===== src/rtl/mult_pkg.sv =====
// Shared types for the sequential shift-add multiplier.
// Controller state encoding and the largest supported operand width.
package mult_pkg;

    typedef enum logic [1:0] {
        IDLE = 2'd0,
        RUN  = 2'd1,
        DONE = 2'd2
    } mult_state_t;

    localparam int MAX_WIDTH = 32;

endpackage


===== src/rtl/add_sub_ext.sv =====
// (WIDTH+1)-bit adder/subtractor with optional sign extension of both operands.
// Combinational, zero latency; no flow control.
module add_sub_ext #(
    parameter int WIDTH = 8
) (
    input  logic [WIDTH-1:0] a,
    input  logic [WIDTH-1:0] b,
    input  logic             sub,
    input  logic             sign_ext,
    output logic [WIDTH:0]   sum
);

    logic [WIDTH:0] a_ext;
    logic [WIDTH:0] b_ext;

    assign a_ext = {sign_ext & a[WIDTH-1], a};
    assign b_ext = {sign_ext & b[WIDTH-1], b};
    assign sum   = sub ? (a_ext - b_ext) : (a_ext + b_ext);

endmodule


===== src/rtl/shift_add_mult.sv =====
// Sequential shift-add multiplier, one multiplier bit per clock, unsigned or two's-complement.
// Latency: Done pulses WIDTH edges after the Start edge; Start is ignored while Busy (no queueing).
module shift_add_mult
    import mult_pkg::*;
#(
    parameter int WIDTH = 8
) (
    input  logic               Clk,
    input  logic               Reset,
    input  logic               Start,
    input  logic               Abort,
    input  logic               Signed_Mode,
    input  logic [WIDTH-1:0]   A_in,
    input  logic [WIDTH-1:0]   B_in,
    output logic [2*WIDTH-1:0] Data_Out,
    output logic               X,
    output logic               Busy,
    output logic               Done
);

    localparam int CNT_W = $clog2(WIDTH);
    localparam logic [CNT_W-1:0] LAST_CNT = CNT_W'(WIDTH - 1);

    mult_state_t      state_q, state_d;
    logic [WIDTH-1:0] a_q, a_d;
    logic [WIDTH-1:0] b_q, b_d;
    logic [WIDTH-1:0] s_q, s_d;
    logic             x_q, x_d;
    logic [CNT_W-1:0] cnt_q, cnt_d;
    logic             mode_q, mode_d;

    logic             last;
    logic [WIDTH:0]   add_sum;
    logic [WIDTH:0]   sum;

    assign last = (cnt_q == LAST_CNT);

    // Signed mode subtracts on the final step: the multiplier's top bit carries negative weight.
    add_sub_ext #(
        .WIDTH(WIDTH)
    ) u_add_sub (
        .a       (a_q),
        .b       (s_q),
        .sub     (mode_q & last),
        .sign_ext(mode_q),
        .sum     (add_sum)
    );

    assign sum = b_q[0] ? add_sum : {x_q, a_q};

    always_comb begin
        state_d = state_q;
        a_d     = a_q;
        b_d     = b_q;
        s_d     = s_q;
        x_d     = x_q;
        cnt_d   = cnt_q;
        mode_d  = mode_q;

        if (Abort) begin
            state_d = IDLE;
            a_d     = '0;
            x_d     = 1'b0;
            cnt_d   = '0;
        end else begin
            case (state_q)
                IDLE: begin
                    if (Start) begin
                        s_d     = A_in;
                        b_d     = B_in;
                        mode_d  = Signed_Mode;
                        a_d     = '0;
                        x_d     = 1'b0;
                        cnt_d   = '0;
                        state_d = RUN;
                    end
                end
                RUN: begin
                    // Arithmetic right shift of {sum, B}; unsigned mode parks the carry in A's MSB.
                    x_d   = mode_q ? sum[WIDTH] : 1'b0;
                    a_d   = {sum[WIDTH], sum[WIDTH-1:1]};
                    b_d   = {sum[0], b_q[WIDTH-1:1]};
                    cnt_d = cnt_q + CNT_W'(1);
                    if (last) begin
                        state_d = DONE;
                    end
                end
                DONE: begin
                    state_d = IDLE;
                end
                default: begin
                    state_d = IDLE;
                end
            endcase
        end
    end

    always_ff @(posedge Clk or posedge Reset) begin
        if (Reset) begin
            state_q <= IDLE;
            a_q     <= '0;
            b_q     <= '0;
            s_q     <= '0;
            x_q     <= 1'b0;
            cnt_q   <= '0;
            mode_q  <= 1'b0;
        end else begin
            state_q <= state_d;
            a_q     <= a_d;
            b_q     <= b_d;
            s_q     <= s_d;
            x_q     <= x_d;
            cnt_q   <= cnt_d;
            mode_q  <= mode_d;
        end
    end

    assign Data_Out = {a_q, b_q};
    assign X        = x_q;
    assign Busy     = (state_q != IDLE);
    assign Done     = (state_q == DONE);

endmodule


===== config.mk =====
export PLATFORM = sky130hd
export DESIGN_NAME = shift_add_mult
export DESIGN_NICKNAME = d
export VERILOG_FILES = /design/src/rtl/mult_pkg.sv /design/src/rtl/add_sub_ext.sv /design/src/rtl/shift_add_mult.sv
export SDC_FILE = /design/constraint.sdc
export NUM_CORES = 1
export LEC_CHECK = 0
export CORE_ASPECT_RATIO = 1.1
export CORE_MARGIN = 5
export CORE_UTILIZATION = 33
export DETAILED_ROUTE_END_ITERATION = 10
export PLACE_DENSITY = 0.67
export SLEW_MARGIN = 40
export SYNTH_ARGS = -nofsm -noshare
export SYNTH_HDL_FRONTEND = slang
export SYNTH_SLANG_ARGS = --single-unit
export TNS_END_PERCENT = 5

===== constraint.sdc =====
create_clock -name Clk -period 3.1 [get_ports Clk]
set_clock_uncertainty 0.2 [all_clocks]
set_input_delay 0.62 -clock Clk [delete_from_list [all_inputs] [get_ports Clk]]
set_output_delay 0.62 -clock Clk [all_outputs]
set_load 0.005 [all_outputs]

==> metrics.yaml <==
numCtsBuffers: 5
path_class: "reg -> reg"
core_mm2: 0.005660
yosysWarnings: 0
min_path_cells: 2
comb_power_share: 0.344
ff2ff_path_depth: 11
clockBufferDepth: 2
rsz0062_at_grt: "false"
p_sw_frac: 0.3232
nets: 271
synth_area_mm2: 0.001893
core.rowCount: 29
portBuffers: 39
syn_to_final_growth_pct: 31.92
grtUsageTotal: 0.1264
dp_hpwl_um: 3174
layout_worst_path_cycle_share: 0.9424
timing.slew.headroom: 0.6632
ios: 40
cp-start-kind: "register"
rrSetupSlack_ps: 180
dp.cells: 308
numClockSinks: 31
cp_max_fo: 3
outcome: "finished, final reports clean"
seq_area_frac_synth: 0.4098
initial_core_util: 0.3344
yosysTopAreaCellShare: 0.4098
multi_input_area_mm2: 0.001066
synth_nets: 226
switchingPower_uw: 464.1
min_to: "b_q[4]$_DFFE_PP0P_"
synth_top_area_cell: "dfrtp_1"
htreeDepth: 2
die-width_um: 82.22
slowest_delay_ps: 390
remaining_drc_errors: 0
gp_congestion: 0.7927
cts_setup_buffers: 0
grt_pass1_wl_um: 7141
cts_root_buf: "clkbuf_8"
vdd_drop_max_mv: 0.2978
seqPwrFrac: 0.378
hold_class: "reg -> reg"
cp_slowest_cell: "dfrtp_1"
cts_hold_buf: 0
setup_viol: 0
nFillCells: 576
async_reset_ff_frac: 1.000
min_from: "b_q[4]$_DFFE_PP0P_"
drt_wl_total_um: 4044
r2r_end: "a_q[4]$_DFFE_PP0P_"
synth_cells: 193
firstDrtPassIters: 4
yosys_register_bits: 31
tightestPinTransition_ps: 505.2
powerDensity_mw_per_mm2: 574.9
ctsResizeCount: 0
routedWlPerCell_um: 12.80
die_height_um: 89.44
r2r_start: "cnt_q[0]$_DFFE_PP0P_"
seqCellArea_um2: 775.7
via_count: 1544
stdcell_count: 316
grt_pass1_vias: 1521
vias_per_cell: 4.886
arrival_ps: 2930
antenna_found_initial: 0
synth_edf_count: 0
clkPwrFrac: 0.278
fin_crit_ps: 2921
crit_chain: "ha_1, ha_1, nand2_1, mux2i_1, ha_1, nor2b_1, o31a_1, o21a_1, o21a_1, o31a_1, o21ai_1"
tritoncts: "done"
ys.flop_type: "dfrtp_1"
max_freq_mhz: 342.3
drtIter0Drc: 82
die-area_mm2: 0.007353
p_leak_uw: 0.001098
drive_gt1_frac: 0.1088
clkTransAtPathRegs_ps: 70
whs_ps: 305.3
ant_nets: 0
insertion_delay_ps: 280
antenna_cells: 0
hold_violations: 0
crit_required_ps: 3110
synth_area_leaders: "dfrtp_1, ha_1, mux2i_1"
cp-end-kind: "register"
fin_ws_ps: 178.6
internal_power_uw: 971.7
maxCapViolCount: 0
synth_cell_types: 41
dpl_worst_slack_ps: 171.8
drv_slew: 0
syn_area_per_cell_um2: 9.809
gr-total-overflow: 0
cpMostUsedCell: "ha_1"
setup_tns_ps: 0
grt_max_degree: 32
[state kept, by name, indices dropped and copies added (netlist names)]
register  cells
cnt_q         3
a_q           8
X             1
state_q       2
s_q           8
mode_q        1
b_q           8
[stage by stage]
step / area (um2) / util / power, uW
2_1_floorplan: 1893 / - / 879.6
6_report: 2497 / 0.4412 / 1436
4_1_cts: 2494 / 0.4405 / 1459
3_3_place_gp: 2381 / 0.4206 / 1038
5_1_grt: 2497 / 0.4412 / 1556
3_5_place_dp: 2381 / 0.4206 / 1052
[cells in the final DEF (no fill, tap or decap), types with 7 or more instances in the layout]
cell / instances
nor2_1: 11
inv_1: 7
mux2_2: 7
mux2i_1: 11
clkdlybuf4s50_1: 39
o21ai_0: 17
nand2_1: 22
a21oi_1: 10
xnor2_1: 9
dfrtp_1: 31
ha_1: 11
[Yosys cell counts, types with 2 or more instances]
library cell  count
and2_1            2
o21ai_0          17
a21oi_1          10
a21o_1            2
xnor2_1           9
a211oi_1          2
clkbuf_1          2
nand2b_1          3
o21ai_1           5
o31a_1            2
nand2_1          22
nor2b_1           3
dfrtp_1          31
nor3_1            2
buf_2             2
a31oi_1           2
a22o_1            3
mux2i_1          11
xor2_1            3
inv_1             7
o21a_1            5
nand3_1           3
ha_1             11
nor2_1           11
mux2_2            7
[cell families after synthesis]
family	Yosys count	share of synthesized area
AOI/OAI and AO/OA	53	0.1738
xor gates and xnor gates	12	0.05552
adders and majority gates	12	0.08328
buffers and inverters	12	0.02909
DFF	31	0.4098
muxes	18	0.09981
and+or+nand+nor	55	0.1487
[routing by layer]
metal | track usage | wire length [um]
met1 | 0.1526 | 1747
met2 | 0.2136 | 2005
met3 | 0.03528 | 238
met4 | 0.04532 | 52
met5 | 0 | 0
[final cells by class]
type	instances	share of cell area
Timing Repair Buffer	43	0.1683
Inverter	7	0.01052
Sequential cell	31	0.3106
Multi-Input combinational cell	150	0.4269
Tap cell	77	0.03858
Clock inverter	3	0.01754
Clock buffer	5	0.02756
[critical path, delay by kind of cell (launching register included)]
kind                       cells  cell delay, ps
AOI/OAI and AO/OA              5             980
adders and majority gates      3             690
DFF                            1             390
muxes                          1             330
and+or+nand+nor                2             260
[how the worst max path moves through the flow]
stage / from / slack, ps / cells past startpoint / to
floorplan: cnt_q[0]$_DFFE_PP0P_ / 330 / 11 / a_q[4]$_DFFE_PP0P_
global placement: cnt_q[0]$_DFFE_PP0P_ / 230 / 11 / a_q[6]$_DFFE_PP0P_
detailed placement: cnt_q[0]$_DFFE_PP0P_ / 170 / 11 / a_q[4]$_DFFE_PP0P_
CTS: cnt_q[0]$_DFFE_PP0P_ / 150 / 11 / a_q[4]$_DFFE_PP0P_
global route: cnt_q[0]$_DFFE_PP0P_ / 5 / 11 / a_q[4]$_DFFE_PP0P_
finish: cnt_q[0]$_DFFE_PP0P_ / 180 / 11 / a_q[4]$_DFFE_PP0P_
[power by group through the flow]
stage                     Combinational, uW  Sequential, uW  Clock (uW)
after floorplan                         351             528           0
after global routing                    564             557         435
after detailed placement                500             552           0
after global placement                  489             549           0
final                                   494             543         399
after CTS                               501             544         413
(Power assumes the default switching activity.)
